==> config.mk <==
export PLATFORM = sky130hd
export DESIGN_NAME = fifo_uart_tx_flat
export DESIGN_NICKNAME = d
export VERILOG_FILES = /design/src/rtl/fifo_uart_tx_if.sv /design/src/rtl/fifo_uart_tx.sv /design/src/flat_wrapper.sv
export SDC_FILE = /design/constraint.sdc
export NUM_CORES = 1
export LEC_CHECK = 0
export ABC_AREA = 1
export BUFFER_PORTS_ARGS = -buffer_cell sky130_fd_sc_hd__buf_2
export CORE_MARGIN = 2
export CORE_UTILIZATION = 35
export DETAILED_ROUTE_END_ITERATION = 10
export PLACE_DENSITY = 0.52
export SLEW_MARGIN = 20
export SYNTH_ARGS = -nofsm -noshare
export SYNTH_HDL_FRONTEND = slang
export SYNTH_SLANG_ARGS = --single-unit
==> constraint.sdc <==
create_clock -name clk -period 1.6 [get_ports clk]
set_input_delay 0.32 -clock clk [delete_from_list [all_inputs] [get_ports clk]]
set_output_delay 0.32 -clock clk [all_outputs]
set_load 0.05 [all_outputs]
==> src/rtl/fifo_uart_tx_if.sv <==
// FIFO read-port bundle between a synchronous FIFO and its consumer.
// master = consumer side (issues pops), slave = FIFO side.
interface fifo_uart_tx_if #(
  parameter int FIFO_WIDTH = 4
);
  logic                  fifo_empty;
  logic [FIFO_WIDTH-1:0] fifo_rd_data;
  logic                  fifo_rd_en;

  modport master (input fifo_empty, input fifo_rd_data, output fifo_rd_en);
  modport slave  (output fifo_empty, output fifo_rd_data, input fifo_rd_en);
endinterface

==> src/rtl/fifo_uart_tx.sv <==
// Pops words from a synchronous FIFO and serialises each as a UART frame:
// start bit, data LSB first, optional even parity, stop bit.
module fifo_uart_tx #(
  parameter int FIFO_WIDTH   = 4,
  parameter int CLKS_PER_BIT = 4,
  parameter int PARITY_EN    = 0
) (
  input  logic             clk,
  input  logic             rst_n,
  input  logic             enable,
  fifo_uart_tx_if.master   fifo,
  output logic             tx,
  output logic             busy,
  output logic             frame_done
);

  localparam int BW = (CLKS_PER_BIT > 1) ? $clog2(CLKS_PER_BIT) : 1;
  localparam int NW = (FIFO_WIDTH > 1) ? $clog2(FIFO_WIDTH) : 1;
  localparam logic [BW-1:0] BAUD_LAST = BW'(CLKS_PER_BIT - 1);
  localparam logic [NW-1:0] BIT_LAST  = NW'(FIFO_WIDTH - 1);

  typedef enum logic [2:0] {IDLE, POP, LOAD, START, DATA, PARITY, STOP} state_t;

  state_t                state, state_nx;
  logic [BW-1:0]         baud, baud_nx;
  logic [NW-1:0]         bitn, bitn_nx;
  logic [FIFO_WIDTH-1:0] shift, shift_nx;
  logic                  par, par_nx;
  logic                  tx_nx, rd_en_nx, done_nx;
  logic                  baud_wrap;

  assign baud_wrap = (baud == BAUD_LAST);
  assign busy      = (state != IDLE);

  always_comb begin
    state_nx = state;
    baud_nx  = baud;
    bitn_nx  = bitn;
    shift_nx = shift;
    par_nx   = par;
    case (state)
      IDLE:  if (enable && !fifo.fifo_empty) state_nx = POP;
      POP:   state_nx = fifo.fifo_empty ? IDLE : LOAD;
      LOAD: begin
        shift_nx = fifo.fifo_rd_data;
        par_nx   = ^fifo.fifo_rd_data;
        baud_nx  = '0;
        bitn_nx  = '0;
        state_nx = START;
      end
      START: begin
        if (baud_wrap) begin
          baud_nx  = '0;
          state_nx = DATA;
        end else baud_nx = baud + 1'b1;
      end
      DATA: begin
        if (baud_wrap) begin
          baud_nx  = '0;
          shift_nx = shift >> 1;
          if (bitn == BIT_LAST) begin
            bitn_nx  = '0;
            state_nx = (PARITY_EN != 0) ? PARITY : STOP;
          end else bitn_nx = bitn + 1'b1;
        end else baud_nx = baud + 1'b1;
      end
      PARITY: begin
        if (baud_wrap) begin
          baud_nx  = '0;
          state_nx = STOP;
        end else baud_nx = baud + 1'b1;
      end
      STOP: begin
        if (baud_wrap) begin
          baud_nx  = '0;
          state_nx = IDLE;
        end else baud_nx = baud + 1'b1;
      end
      default: state_nx = IDLE;
    endcase

    // Registered outputs are derived from the next state so that each one
    // reflects the state actually occupied during the following cycle.
    rd_en_nx = (state_nx == POP);
    done_nx  = (state_nx == STOP) && (baud_nx == BAUD_LAST);
    case (state_nx)
      START:   tx_nx = 1'b0;
      DATA:    tx_nx = shift_nx[0];
      PARITY:  tx_nx = par_nx;
      default: tx_nx = 1'b1;
    endcase
  end

  always_ff @(posedge clk or negedge rst_n) begin
    if (!rst_n) begin
      state           <= IDLE;
      baud            <= '0;
      bitn            <= '0;
      shift           <= '0;
      par             <= 1'b0;
      tx              <= 1'b1;
      fifo.fifo_rd_en <= 1'b0;
      frame_done      <= 1'b0;
    end else begin
      state           <= state_nx;
      baud            <= baud_nx;
      bitn            <= bitn_nx;
      shift           <= shift_nx;
      par             <= par_nx;
      tx              <= tx_nx;
      fifo.fifo_rd_en <= rd_en_nx;
      frame_done      <= done_nx;
    end
  end

endmodule

==> src/flat_wrapper.sv <==
// flat-port wrapper written by rule: the top's interface ports become plain ports
module fifo_uart_tx_flat 
#(
  parameter int FIFO_WIDTH   = 4,
  parameter int CLKS_PER_BIT = 4,
  parameter int PARITY_EN    = 0
)
  (clk, rst_n, enable, tx, busy, frame_done, fifo_fifo_empty, fifo_fifo_rd_data, fifo_fifo_rd_en);
  fifo_uart_tx_if #(.FIFO_WIDTH(FIFO_WIDTH)) fifo_i ();
  input  logic clk;
  input  logic rst_n;
  input  logic enable;
  output logic tx;
  output logic busy;
  output logic frame_done;
  input wire logic [$bits(fifo_i.fifo_empty)-1:0] fifo_fifo_empty;
  input wire logic [$bits(fifo_i.fifo_rd_data)-1:0] fifo_fifo_rd_data;
  output wire logic [$bits(fifo_i.fifo_rd_en)-1:0] fifo_fifo_rd_en;
  assign fifo_i.fifo_empty = fifo_fifo_empty;
  assign fifo_i.fifo_rd_data = fifo_fifo_rd_data;
  assign fifo_fifo_rd_en = fifo_i.fifo_rd_en;
  fifo_uart_tx #(.FIFO_WIDTH(FIFO_WIDTH), .CLKS_PER_BIT(CLKS_PER_BIT), .PARITY_EN(PARITY_EN)) u_core (.clk(clk), .rst_n(rst_n), .enable(enable), .fifo(fifo_i), .tx(tx), .busy(busy), .frame_done(frame_done));
endmodule
==> results of run 1 <==
[routing by layer]
layer  track usage  vias to the layer above  part of all wire
li1              -                      380                 -
met1        0.1899                      335              0.48
met2        0.2263                       11              0.47
met3       0.03390                        4             0.029
met4       0.07692                        0             0.019
met5             0                        -                 0
[sequential cells by signal, summed over array words and instances (netlist names)]
register and flops:
u_core.state 3, u_core.baud 2, u_core.fifo.fifo_rd_en 1, u_core.frame_done 1
u_core.tx 1, u_core.par 1, u_core.bitn 2, u_core.shift 4
[cell families after synthesis]
| logic type | share of synthesized area |
|---|---|
| AO/OA/AOI/OAI | 0.06578 |
| XOR/XNOR | 0.03071 |
| adder cells (fa/ha/maj) | 0.04386 |
| buffers and inverters | 0.07456 |
| flip-flops | 0.4401 |
| AND/OR/NAND/NOR | 0.3450 |
[timing repair]
action                                 4_1_cts  5_1_grt
resized for setup                            2        3
endpoints found under the hold margin       14        0
hold buffers                                 1        0
setup endpoints to repair                    1        2
cloned                                       0        0
buffers inserted                             0        0
[placed cells by master, fill, tap and decap left out, types with 4 or more instances in the layout]
cell type,count
buf_2,11
dfrtp_1,11
inv_1,10
inv_2,5
nand2_1,25
nand3_1,15
nand4_1,4
nor2_1,9
[worst max-delay path: stages (launching register included)]
cell	delay, ns
dfrtp_2	0.47
nor2_4	0.19
nand2_1	0.07
buf_2	0.21
[layout make-up]
| class | count | area [µm²] |
|---|---|---|
| fillers | 249 | 1270 |
| multi-input cells | 76 | 420.4 |
| clock buffers | 3 | 22.52 |
| repair buffers | 12 | 65.06 |
| well taps | 28 | 35.03 |
| flip-flops and latches | 15 | 380.4 |
| inverters | 15 | 56.30 |
| clock inverters | 1 | 5.005 |
[stage by stage]
stage | setup TNS (ns) | utilization | worst slack [ns]
after detailed placement | 0 | 0.4162 | 0.1040
after global routing | -0.02014 | 0.4367 | -0.02014
after global placement | 0 | 0.4162 | 0.09471
after floorplan | 0 | - | 0.3052
after CTS | 0 | 0.4356 | 0.01171
final | 0 | 0.4367 | 0.05859
[synth_stat cells (all sizes together), types with 3 or more instances]
library cell  instances  area share
nor2                 11       0.060
nand2                28        0.13
nand3                17        0.11
ha                    3       0.044
nand4                 4       0.029
inv                  15       0.066
o21ai                 4       0.032
dfrtp                14        0.41
xnor2                 3       0.031
[power by group through the flow]
stage	clock network (W)	registers [W]	logic, W
3_3_place_gp	0	0.000620	0.000760
6_report	0.000219	0.000632	0.000760
3_5_place_dp	0	0.000628	0.000756
5_1_grt	0.000252	0.000656	0.000864
4_1_cts	0.000229	0.000629	0.000768
2_1_floorplan	0	0.000629	0.000589
[path summary, 6_finish.rpt]
| path | endpoint | slack (ns) | depth (start not counted) | from |
|---|---|---|---|---|
| max in group asynchronous | u_core.tx | 0.84 | 2 | rst_n |
| worst min register to register | u_core.bitn[1] | 0.50 | 2 | u_core.bitn[1] |
| worst min-delay path | u_core.shift[2] | 0.27 | 3 | fifo_fifo_rd_data[2] |
| worst max-delay path | busy | 0.06 | 3 | u_core.state[0] |
| min in group asynchronous | u_core.shift[2] | 0.45 | 2 | rst_n |
| worst max register to register | u_core.frame_done | 0.19 | 7 | u_core.state[2] |
==> impl_metrics.env, run 1 <==
export IMPL_syn_num_nets=118
export IMPL_max_vdd_ir_drop_uv=909.9
export IMPL_syn_area_um2=855.8
export IMPL_layout_drive_gt1_share=0.2787
export IMPL_routedWlPerCell_um=11.05
export IMPL_drc=0
export IMPL_fp_dieW_um=53.45
export IMPL_cts_buffer_depth=2
export IMPL_viasPerCell=4.867
export IMPL_row_count=17
export IMPL_finalSetupViolations=0
export IMPL_antenna_cells=0
export IMPL_grt_overflow=0
export IMPL_min_period_over_period=0.9634
export IMPL_dp_cells=145
export IMPL_seq_power_share=0.392
export IMPL_p_per_area_nw_per_um2=1636
export IMPL_firstDrtPassIters=4
export IMPL_postRouteAntennaNets=0
export IMPL_ys_seq_area_frac=0.4401
export IMPL_wirelength_um=1657
export IMPL_cp_arrival_ns=1.22
export IMPL_power_total_w=0.001611
export IMPL_path_clk_slew_ns=0.09
export IMPL_cp_max_fo=6
export IMPL_relSlewSlack=0.7756
export IMPL_drtIter0Drc=12
export IMPL_stdcell_area_um2=984.7
export IMPL_p_leak_nw=0.5315
export IMPL_syn_to_final_growth_pct=15.06
export IMPL_finalCriticalPeriod_ns=1.541
export IMPL_grt_pass1_vias=682
export IMPL_dieArea_um2=2857
export IMPL_dr_total_vias=730
export IMPL_critPathKind="reg2out"
export IMPL_grt_usage=0.1473
export IMPL_dpl_hpwl_um=1346
export IMPL_rsz0062_at_grt="yes"
export IMPL_min_path_type="in2reg"
export IMPL_p_clk_frac=0.136
export IMPL_yosys_warnings=0
export IMPL_clock_skew_ns=0.005274
export IMPL_antenna_found_initial=0
export IMPL_cts_max_level=1
export IMPL_clockRootBuffer="clkbuf_4"
export IMPL_combPwrFrac=0.472
export IMPL_grt_pass1_wl_um=2960
export IMPL_synth_edf_count=0
export IMPL_insertion_delay_ns=0.29
export IMPL_io_buffers=11
export IMPL_worstPathRequired_ns=1.28
export IMPL_power_switching_w=0.0007564
export IMPL_gp_congestion=0.8319
export IMPL_synth_cell_types=24
export IMPL_initial_core_util=0.3796
export IMPL_placed_cell_area_um2=938.4
export IMPL_nets=134
export IMPL_startpoint_type="flip-flop"
export IMPL_cap_violations=0
export IMPL_status="complete, no violations"
export IMPL_ios=12
export IMPL_stdcell_count=150
export IMPL_synth_area_per_cell_um2=7.998
export IMPL_p_sw_frac=0.4696
export IMPL_synth_cells=107
export IMPL_cts_sinks=15
export IMPL_critPathCaptureType="output pin"
export IMPL_grt_max_degree=16
export IMPL_internal_power_w=0.0008543
export IMPL_worst_pin_slew_ns=0.3366
export IMPL_core_region_area_um2=2255
export IMPL_synth_ff_type="dfrtp_1"
export IMPL_hold_ws_ns=0.2748
export IMPL_fmax_mhz=648.8
export IMPL_cts_buffers=3
export IMPL_cts_tree="built"
export IMPL_drv_slew=0
export IMPL_die_h_um=53.45
export IMPL_synthArstFlopShare=1.000
export IMPL_synth_ff_latch_count=15
export IMPL_finalHoldViolations=0
(Power assumes the default switching activity.)
==> run 2: changes to the inputs <==
==> constraint.sdc (replaced) <==
create_clock -name clk -period 1.6 [get_ports clk]
set_input_delay 0.08 -clock clk [delete_from_list [all_inputs] [get_ports clk]]
set_output_delay 0.08 -clock clk [all_outputs]
set_load 0.05 [all_outputs]
==> run 2 against run 1 <==
Hold slack worse by 0.24 ns. Setup slack better by 0.13 ns. Critical path depth up 5. Sequential power down 0.9%. Global-route usage down 0.059 points. Final cell count unchanged. Critical endpoint is now u_core.shift[1].
==> impl_metrics.env, run 2 (same netlist as run 1, synthesis figures left out) <==
export IMPL_status="complete, no violations"
export IMPL_drtIter0Drc=13
export IMPL_crit_top_cell="nand2_1"
export IMPL_postCtsSetupBuffers=0
export IMPL_final_core_util=0.4356
export IMPL_clock_skew_ns=0.006760
export IMPL_cap_violations=0
export IMPL_grt_max_degree=16
export IMPL_stdcell_area_um2=982.2
export IMPL_min_path_type="in2reg"
export IMPL_antenna_found_initial=0
export IMPL_syn_to_final_growth_pct=14.77
export IMPL_crit_chain="nor2_4, nand2_2, inv_2, nand2_1, nand2_1, inv_2, nand2_1, o211ai_1"
export IMPL_reg2reg_from="u_core.state[0]"
export IMPL_grt_usage=0.1467
export IMPL_wl_met3_um=63
export IMPL_die_h_um=53.45
export IMPL_cts_buffers=3
export IMPL_insertion_delay_ns=0.29
export IMPL_dr_total_vias=735
export IMPL_layout_common_cells="nand2_1, nand3_1, dfrtp_1, buf_2, inv_1"
export IMPL_fp_dieW_um=53.45
export IMPL_worst_pin_slew_ns=0.3351
export IMPL_drc=0
export IMPL_power_total_w=0.001603
export IMPL_cp_startpoint="u_core.state[0]"
export IMPL_holdPathStages=3
export IMPL_core_region_area_um2=2255
export IMPL_p_sw_frac=0.4705
export IMPL_nets=134
export IMPL_nFillCells=250
export IMPL_fmax_mhz=706.8
export IMPL_grt_overflow=0
export IMPL_cp_depth=8
export IMPL_seq_power_share=0.391
export IMPL_critPathSlowestCell="dfrtp_1"
export IMPL_ios=12
export IMPL_critPathBufInv=2
export IMPL_wl_met1_um=778
export IMPL_p_clk_frac=0.137
export IMPL_worstHoldStart="fifo_fifo_rd_data[2]"
export IMPL_finalCriticalPeriod_ns=1.415
export IMPL_initial_core_util=0.3796
export IMPL_cts_max_level=1
export IMPL_top_layer="met4"
export IMPL_finalSetupViolations=0
export IMPL_worstRegToRegCells=8
export IMPL_finalSetupTns_ns=0
export IMPL_combPwrFrac=0.473
export IMPL_grt_pass1_wl_um=2946
export IMPL_row_count=17
export IMPL_critPathCaptureType="flip-flop"
export IMPL_grt_pass1_vias=680
export IMPL_finalHoldViolations=0
export IMPL_min_period_over_period=0.8842
export IMPL_power_switching_w=0.0007541
export IMPL_gp_congestion=0.8319
export IMPL_cts_buffer_depth=2
export IMPL_dieArea_um2=2857
export IMPL_cp_arrival_ns=1.59
export IMPL_p_per_area_nw_per_um2=1632
export IMPL_io_buffers=11
export IMPL_antenna_cells=0
export IMPL_worstPathRequired_ns=1.78
export IMPL_clockRootBuffer="clkbuf_4"
export IMPL_max_vdd_ir_drop_uv=904.5
export IMPL_largest_register_ffs=4
export IMPL_internal_power_w=0.0008486
export IMPL_slowest_delay_ns=0.48
export IMPL_path_clk_slew_ns=0.09
export IMPL_drv_slew=0
export IMPL_critPathTopFamily="simple AND/OR/NAND/NOR gates"
export IMPL_final_common_cell="nand2_1"
export IMPL_fin_ws_ns=0.1853
export IMPL_wirelength_um=1643
export IMPL_cts_tree="built"
export IMPL_routedWlPerCell_um=10.95
export IMPL_viasPerCell=4.900
export IMPL_layout_drive_gt1_share=0.2623
export IMPL_firstDrtPassIters=4
export IMPL_critPathKind="reg2reg"
export IMPL_p_leak_nw=0.5340
export IMPL_dr_wl_met2_um=770
export IMPL_cts_sinks=15
export IMPL_cp_max_fo=6
export IMPL_startpoint_type="flip-flop"
export IMPL_rsz0062_at_grt="no"
export IMPL_placed_cell_area_um2=938.4
export IMPL_regMostFlops="u_core.shift"
export IMPL_postRouteAntennaNets=0
export IMPL_dpl_hpwl_um=1346
export IMPL_relSlewSlack=0.7766
export IMPL_top_regs="u_core.shift (4), u_core.state (3)"
export IMPL_dp_slack_ns=0.1040
run 2: cell counts in the layout (fill, tap and decap cells not counted):
No cell type changed its count.
run 2: timing repair:
item	4_1_cts	5_1_grt
setup endpoints to repair	0	6
gates resized for setup	0	3
hold buffers	1	0
endpoints found under the hold margin	15	0
run 2: layer usage:
layer,GRT usage,vias to the layer above
met1,0.1899,334
li1,-,380
met3,0.03390,4
met2,0.2243,17
met4,0.07692,0
met5,0,-
run 2: worst min-delay path: stages:
cell and delay (ns):
buf_2 0.10, nand2_1 0.05, o221ai_1 0.06
run 2: path summary, 6_finish.rpt:
check	to	slack, ns
max	u_core.shift[1]	0.19
min	u_core.shift[2]	0.03
max reg2reg	u_core.shift[1]	0.19
min reg2reg	u_core.bitn[1]	0.50
max in group asynchronous	u_core.tx	1.08
min in group asynchronous	u_core.shift[2]	0.21
run 2: metrics by stage:
stage          cells  hold WS [ns]
2_1_floorplan    107       -0.2156
3_3_place_gp     145       0.01249
3_5_place_dp     145      0.008583
4_1_cts          150       0.03076
5_1_grt          150       0.03704
6_report         150       0.03369
run 2: power groups by stage:
stage | combinational [W] | sequential (W) | clock (W)
finish | 0.000757 | 0.000626 | 0.000219
global route | 0.000864 | 0.000651 | 0.000252
CTS | 0.000762 | 0.000619 | 0.000229
detailed placement | 0.000756 | 0.000628 | 0
global placement | 0.000760 | 0.000620 | 0
floorplan | 0.000589 | 0.000629 | 0
run 2: final cells by class:
cell class | instances | area [µm²] | area share
clock buffer | 3 | 22.52 | 0.02293
clock inverter | 1 | 5.005 | 0.005096
inverter | 15 | 56.30 | 0.05732
multi-input combinational | 76 | 420.4 | 0.4280
sequential | 15 | 377.9 | 0.3847
tap | 28 | 35.03 | 0.03567
timing repair buffer | 12 | 65.06 | 0.06624
